==> config.mk <==
export PLATFORM = sky130hd
export DESIGN_NAME = uart_tx_scheduler
export DESIGN_NICKNAME = d
export VERILOG_FILES = /design/src/rtl/uart_tx_scheduler.sv
export SDC_FILE = /design/constraint.sdc
export NUM_CORES = 1
export LEC_CHECK = 0
export CAP_MARGIN = 5
export CORE_UTILIZATION = 35
export DETAILED_ROUTE_END_ITERATION = 12
export DONT_BUFFER_PORTS = 1
export PLACE_DENSITY = 0.47
export SETUP_SLACK_MARGIN = 0.02
export SLEW_MARGIN = 20
export SYNTH_ARGS = -nofsm -noshare
export SYNTH_HDL_FRONTEND = slang
export SYNTH_SLANG_ARGS = --single-unit
==> constraint.sdc <==
create_clock -name clk_9k6hz -period 3.7 [get_ports clk_9k6hz]
set_input_delay 0.925 -clock clk_9k6hz [delete_from_list [all_inputs] [get_ports clk_9k6hz]]
set_output_delay 0.925 -clock clk_9k6hz [all_outputs]
set_load 0.02 [all_outputs]
==> src/rtl/uart_tx_scheduler.sv <==
// Round-robin owner of the shared UART TX: grants one requester per frame, holds tx_en for the
// TX enable window, acks on tx_done or flags a timeout. Grant registered 1 edge after req in IDLE; req held until ack.
module uart_tx_scheduler #(
   parameter int N_REQ   = 4,
   parameter int EN_HOLD = 12,
   parameter int TIMEOUT = 32,
   parameter int FLUSH   = 22
) (
   input  logic                 clk_9k6hz,
   input  logic                 rst_n,
   input  logic [N_REQ-1:0]     req,
   input  logic [16*N_REQ-1:0]  req_data,
   input  logic                 err_clr,
   input  logic                 tx_done,
   output logic [N_REQ-1:0]     grant,
   output logic [N_REQ-1:0]     ack,
   output logic                 tx_en,
   output logic [15:0]          tx_data,
   output logic                 busy,
   output logic                 timeout_err
);
   localparam int CNT_MAX = (TIMEOUT > FLUSH) ? TIMEOUT : FLUSH;
   localparam int CNT_W   = $clog2(CNT_MAX + 1);
   localparam int PTR_W   = (N_REQ > 1) ? $clog2(N_REQ) : 1;
   localparam logic [CNT_W-1:0] C_SAT        = CNT_W'(CNT_MAX);
   localparam logic [CNT_W-1:0] C_FLUSH_LAST = CNT_W'(FLUSH - 2);
   localparam logic [CNT_W-1:0] C_EN_LAST    = CNT_W'(EN_HOLD - 1);
   localparam logic [CNT_W-1:0] C_TO_LAST    = CNT_W'(TIMEOUT - 1);
   localparam logic [PTR_W-1:0] C_PTR_LAST   = PTR_W'(N_REQ - 1);

   typedef enum logic [2:0] {ST_INIT, ST_IDLE, ST_SEND, ST_WAIT, ST_GAP} state_t;

   state_t             r_state;
   logic [CNT_W-1:0]   r_cnt;
   logic [PTR_W-1:0]   r_rr_ptr;
   logic [N_REQ-1:0]   r_grant;
   logic [N_REQ-1:0]   r_ack;
   logic               r_tx_en;
   logic [15:0]        r_tx_data;
   logic               r_busy;
   logic               r_timeout_err;

   logic               w_found;
   logic [PTR_W-1:0]   w_winner;
   logic [N_REQ-1:0]   w_onehot;
   logic [15:0]        w_word;
   int                 w_idx;
   logic [CNT_W-1:0]   w_cnt_inc;
   logic [PTR_W-1:0]   w_next_ptr;
   logic               w_timeout;

   // Scan starts at rr_ptr so the previous winner is considered last.
   always_comb begin
      w_found  = 1'b0;
      w_winner = '0;
      w_onehot = '0;
      w_word   = '0;
      w_idx    = 0;
      for (int i = 0; i < N_REQ; i++) begin
         w_idx = int'(r_rr_ptr) + i;
         if (w_idx >= N_REQ) w_idx = w_idx - N_REQ;
         if (!w_found && req[w_idx]) begin
            w_found          = 1'b1;
            w_winner         = PTR_W'(w_idx);
            w_onehot         = '0;
            w_onehot[w_idx]  = 1'b1;
            w_word           = req_data[16*w_idx +: 16];
         end
      end
   end

   assign w_cnt_inc  = (r_cnt == C_SAT) ? r_cnt : r_cnt + CNT_W'(1);
   assign w_next_ptr = (w_winner == C_PTR_LAST) ? '0 : w_winner + PTR_W'(1);
   assign w_timeout  = (r_state == ST_WAIT) && !tx_done && (r_cnt == C_TO_LAST);

   always_ff @(posedge clk_9k6hz or negedge rst_n) begin
      if (!rst_n) begin
         r_state       <= ST_INIT;
         r_cnt         <= '0;
         r_rr_ptr      <= '0;
         r_grant       <= '0;
         r_ack         <= '0;
         r_tx_en       <= 1'b0;
         r_tx_data     <= '0;
         r_busy        <= 1'b1;
         r_timeout_err <= 1'b0;
      end else begin
         r_ack <= '0;
         case (r_state)
            ST_INIT: begin
               r_cnt <= w_cnt_inc;
               if (r_cnt == C_FLUSH_LAST) begin
                  r_state <= ST_IDLE;
                  r_busy  <= 1'b0;
               end
            end
            ST_IDLE: begin
               if (w_found) begin
                  r_grant   <= w_onehot;
                  r_tx_data <= w_word;
                  r_tx_en   <= 1'b1;
                  r_cnt     <= '0;
                  r_rr_ptr  <= w_next_ptr;
                  r_busy    <= 1'b1;
                  r_state   <= ST_SEND;
               end
            end
            ST_SEND: begin
               r_cnt <= w_cnt_inc;
               if (r_cnt == C_EN_LAST) begin
                  r_tx_en <= 1'b0;
                  r_state <= ST_WAIT;
               end
            end
            ST_WAIT: begin
               r_cnt <= w_cnt_inc;
               if (tx_done) begin
                  r_ack   <= r_grant;
                  r_grant <= '0;
                  r_state <= ST_GAP;
               end else if (w_timeout) begin
                  r_grant <= '0;
                  r_state <= ST_GAP;
               end
            end
            ST_GAP: begin
               r_state <= ST_IDLE;
               r_busy  <= 1'b0;
            end
            default: r_state <= ST_INIT;
         endcase
         // A timeout on the same edge as err_clr leaves the flag set.
         if (w_timeout)    r_timeout_err <= 1'b1;
         else if (err_clr) r_timeout_err <= 1'b0;
      end
   end

   assign grant       = r_grant;
   assign ack         = r_ack;
   assign tx_en       = r_tx_en;
   assign tx_data     = r_tx_data;
   assign busy        = r_busy;
   assign timeout_err = r_timeout_err;
endmodule

== After elaboration in Yosys (flattened, before gate mapping) ==
Cells that the tools add are included.

* Add/sub/neg operators: 9
* Magnitude comparators: 12
* Equality and inequality tests: 14
* Shift-type cells: 4
* Mux-type cells: 63
* Reduce and logical (&&, ||, !) cells: 26

{| class="wikitable"
|+ Operators with widths
! kind !! number
|-
| $shiftx A64 B32 Y16 || 4
|-
| $ge A32 B1 Y1 const B || 4
|-
| $lt A32 B4 Y1 const B || 4
|-
| $mux W32 || 4
|-
| $mux W16 || 4
|-
| $mux W4 || 9
|-
| $mux W1 || 21
|-
| $mux W3 || 5
|-
| $pmux W3 S5 || 1
|-
| $eq A6 B5 Y1 const B || 2
|-
| $mux W6 || 2
|-
| $pmux W6 S2 || 1
|-
| $reduce_and A3 Y1 || 4
|-
| $sub A3 B3 Y4 const B || 3
|-
| $mux W2 || 5
|-
| $ge A3 B3 Y1 const B || 3
|-
| $logic_and A1 B1 Y1 || 9
|-
| $bmux W1 S2 || 4
|-
| $demux W1 S2 || 4
|-
| $ne A2 B2 Y1 const B || 4
|-
| $pmux W4 S2 || 1
|-
| $reduce_bool A2 Y1 || 4
|-
| $add A2 B2 Y3 const B || 2
|-
| $add A6 B1 Y6 const B || 1
|-
| other kinds (19) || 23
|}

* Bits in registers: 38
* Bits of input ports: 72
* Output and inout port bits: 27
* Word-level logic and storage cells: 137

== Depth between registers and ports, before layout ==
* Depth in word-level cells: 17
* Mapped depth: 13

== Worst setup path before layout ==
OpenSTA, ideal clock, no wires.

* Path kind: register to register
* Start point: reg r_rr_ptr[0]
* End point: reg r_state[0]
* Setup time: 125 ps
* Arrival time: 3460 ps
* Setup slack: 115 ps
* Cell stages (with the launch flop): 12
* Path buffers: 4
* Cells stage by stage: dfrtp_1 buf_2 buf_2 clkbuf_1 inv_1 ha_1 buf_6 mux4_2 or4_4 nor2_2 nor2_1 mux2_2

* Longest elaborated chain between the ends: 17
* Elaborated cells between the ends (all ways): 39
* Classes of those cells: add/sub: 7; order compare: 4; eq/ne: 1; mux: 20; reduce/logical: 7

{| class="wikitable"
|+ RTL lines
! what !! line !! source
|-
| start, declared || 35 || <nowiki>logic [PTR_W-1:0] r_rr_ptr;</nowiki>
|-
| start signal, assigned || 103 || <nowiki>r_rr_ptr <= w_next_ptr;</nowiki>
|-
| branches (longest 14 deep; another with $sub A3 B3 Y4) || -- ||
|-
| $mux W1 * || 62 || <nowiki>if (!w_found && req[w_idx]) begin</nowiki>
|-
| $ne A2 B2 Y1 (no source line) * || -- ||
|-
| $reduce_and A4 Y1 (no source line) * || -- ||
|-
| end signal, assigned || 78 || <nowiki>r_state <= ST_INIT;</nowiki>
|-
| end signal, assigned || 93 || <nowiki>r_state <= ST_IDLE;</nowiki>
|-
| end signal, assigned || 105 || <nowiki>r_state <= ST_SEND;</nowiki>
|-
| end, declared || 33 || <nowiki>state_t r_state;</nowiki>
|}

Every way passes the cells marked *. The select of a mux whose other input is x is not followed.
A chain may end at the register's enable or synchronous reset.

== Final worst setup path ==
* Start point: reg r_rr_ptr[1]
* End point: reg r_cnt[0]

* Longest elaborated chain between the ends: 17
* Elaborated cells between the ends (all ways): 39
* Classes of those cells: add/sub: 7; order compare: 4; eq/ne: 1; mux: 20; reduce/logical: 7

{| class="wikitable"
|+ RTL lines
! what !! line !! source
|-
| branches (longest 14 deep; another with $sub A3 B3 Y4) || -- ||
|-
| $mux W1 * || 62 ||
|-
| $ne A2 B2 Y1 (no source line) * || -- ||
|-
| $reduce_and A3 Y1 (no source line) * || -- ||
|-
| end signal, assigned || 91 || <nowiki>r_cnt <= w_cnt_inc;</nowiki>
|-
| end signal, assigned || 109 || <nowiki>r_cnt <= w_cnt_inc;</nowiki>
|-
| end signal, assigned || 116 || <nowiki>r_cnt <= w_cnt_inc;</nowiki>
|-
| end, declared || 34 || <nowiki>logic [CNT_W-1:0] r_cnt;</nowiki>
|}

Marked as above.

==> impl_metrics.yaml <==
place:
  port_buffers: 0
  gp_congestion: 0.732
  pre_cts_ws_ns: 0.498
  dpl.hpwl_um: 7320
route:
  dr_total_vias: 3246
  firstDrtPassIters: 4
  final_antenna_net_count: 0
  drc: 0
  routed_wl_um: 10700
  vias_per_cell: 6.14
  drt_iter0_markers: 151
  wire_per_inst_um: 20.2
clock_tree:
  holdBufCountCts: 0
  clk_pin_slew_ns: 0.06
  cts_sinks: 38
  cts_tree: "built"
  cts-resized-gates: 0
  cts.path.max_buffers: 2
  htree_levels: 2
  cts_inserted_buffers: 5
  clk_latency_ns: 0.28
  cts_root_buffer: "clkbuf_16"
  post_cts_buffers: 0
synthesis:
  synth_nets: 489
  synth_top_area_frac: 0.233
  ys_seq_elements: 38
  ys_async_sr_fraction: 1.00
  syn_avg_cell_area_um2: 9.78
  ys_types: 48
  syn-cell-area_um2: 3980
  synthCells: 407
  synth_top_cell_by_area: "dfrtp_1"
  synth_ff_type: "dfrtp_1"
  yosysSeqAreaShare: 0.239
  synth.top_cells.by_area: "dfrtp_1 (23%), mux4_2 (20%), mux2i_1 (13%)"
  synth_edf_count: 0
  synth-warning-count: 0
timing:
  finalHoldViolations: 0
  fin_tns_setup_ns: 0
  timing.final.crit_share: 0.869
  slew_viol_final: 0
  period_needed_ns: 3.21
  rsz0062_at_grt: "false"
  max_slew_margin: 0.325
  skew_ns: 0.00599
  worst_slack_ns: 0.485
  worst_pin_slew_ns: 1.01
  fmaxAchievable_ghz: 0.311
  setup_viol: 0
finish:
  layout_common_cells: "mux2i_1 (51), nand2_1 (39), mux4_2 (36), dfrtp_1 (36), nor2_1 (35)"
  final_nets: 470
  final_common_cell: "mux2i_1"
  fillers: 1087
  antenna_cells: 0
  areaGrowthSynthToFinish_pct: 6.44
  drive_gt1_frac: 0.219
power:
  powerDensity_nw_per_um2: 1040
  p_leak_nw: 1.62
  vdd_drop_max_v: 0.000455
  finalPower_mw: 4.42
worst_setup_path:
  timing.rr.end: "r_cnt[0]"
  timing.rr.start: "r_rr_ptr[1]"
  worstPathArrival_ns: 3.37
  path_common_cell: "nor2_1"
  end_kind: "flop"
  cp_cell_sequence: "inv_2 > ha_2 > mux4_2 > nor2_1 > a21oi_4 > nor2_1 > mux2_2"
  slowest_stage: "a21oi_4"
  reg2reg_depth: 7
  worstPathMaxFanout: 39
  path_class: "flop to flop"
  cp_slowest_stage_delay_ns: 0.79
  worstPathRequired_ns: 3.86
  start_kind: "flop"
  r2r_slack_ns: 0.49
floorplan:
  rows: 38
  die_area_um2: 11800
  ios: 99
  core_um2: 11000
  start_util: 0.362
  die_h_um: 109
  die_width_um: 109
global_routing:
  grt_first_pass_wirelength_um: 17400
  antenna_found_initial: 0
  gr-usage-all-layers: 0.189
  overflow: 0
  grt_pass1_vias: 3211
  grt_max_degree: 67
run_status:
  outcome: "complete, no violations"
job:
  max-cap-violations: 0
hold_path:
  hold_class: "primary input to asynchronous set/reset pin"
[synthesized netlist by cell type, drive strengths merged, types with 2 or more instances]
cell / n
a2111oi: 2
a21oi: 5
a221o: 5
a221oi: 4
a31oi: 17
and2: 6
buf: 16
clkbuf: 20
dfrtp: 37
ha: 10
inv: 8
mux2: 3
mux2i: 51
mux4: 36
nand2: 39
nand2b: 3
nand3: 17
nor2: 36
nor2b: 6
nor3: 5
nor4b: 2
o211ai: 16
o21ai: 22
o21bai: 2
o221a: 16
or2: 3
xnor2: 2
xor2: 3
[worst max-delay path, delay by kind of cell, from the launching register on]
family,cells,cell delay [ns]
buffers and inverters,1,0.07
flip-flops,1,0.56
AO/OA/AOI/OAI,1,0.79
multiplexers,2,0.78
AND/OR/NAND/NOR,2,0.33
adder cells (fa/ha/maj),1,0.54
[cell type report]
cell class,count,area (um^2),share of cell area
clock inverters,1,5.00,0.00118
inverters,8,30.0,0.00709
multi-input cells,325,2850,0.673
repair buffers,10,75.1,0.0177
flip-flops and latches,38,956,0.226
well taps,140,175,0.0413
clock buffers,7,143,0.0337
[metal layers]
layer,vias up,global-route usage,routed length [um]
li1,1545,-,-
met1,1592,0.274,5010
met2,103,0.290,4900
met3,6,0.0406,717
met4,0,0.0376,65
met5,-,0,0
[stage by stage]
| step | area (um^2) | hold slack, ns | cells | util |
|---|---|---|---|---|
| 2_1_floorplan | 3980 | 0.533 | 407 | - |
| 3_3_place_gp | 4090 | 0.564 | 521 | 0.372 |
| 3_5_place_dp | 4090 | 0.555 | 521 | 0.372 |
| 4_1_cts | 4240 | 0.332 | 529 | 0.386 |
| 5_1_grt | 4240 | 0.328 | 529 | 0.386 |
| 6_report | 4240 | 0.341 | 529 | 0.386 |
[sequential cells by signal (all words and copies together), names as in the netlist]
name,count
r_rr_ptr,2
r_state,3
busy,1
tx_en,1
timeout_err,1
ack,4
tx_data,16
r_cnt,6
grant,4
[how the worst max path moves through the flow]
stage	from	end	slack [ns]	cells after the start
after global placement	r_rr_ptr[0]	r_cnt[0]	0.62	7
after global routing	r_rr_ptr[1]	r_cnt[0]	0.18	7
after detailed placement	r_rr_ptr[1]	r_cnt[0]	0.50	7
after floorplan	r_rr_ptr[0]	r_state[0]	0.12	11
after CTS	r_rr_ptr[1]	r_cnt[0]	0.49	7
final	r_rr_ptr[1]	r_cnt[0]	0.49	7
[power breakdown]
| part | internal (mW) | switching (mW) |
|---|---|---|
| registers | 0.590 | 0.338 |
| logic | 1.42 | 1.63 |
| clock network | 0.267 | 0.165 |
| total | 2.28 | 2.14 |
[cells by family (layout without fill, tap and decap cells)]
family,after synthesis,in the layout,synth area share
compound gates,98,98,0.189
xor+xnor,5,5,0.0110
fa+ha+maj,10,10,0.0314
buf+inv,44,26,0.0475
flops,38,38,0.239
mux,90,90,0.340
simple gates,122,122,0.142
No activity file was read; power rests on OpenSTA's default activity.
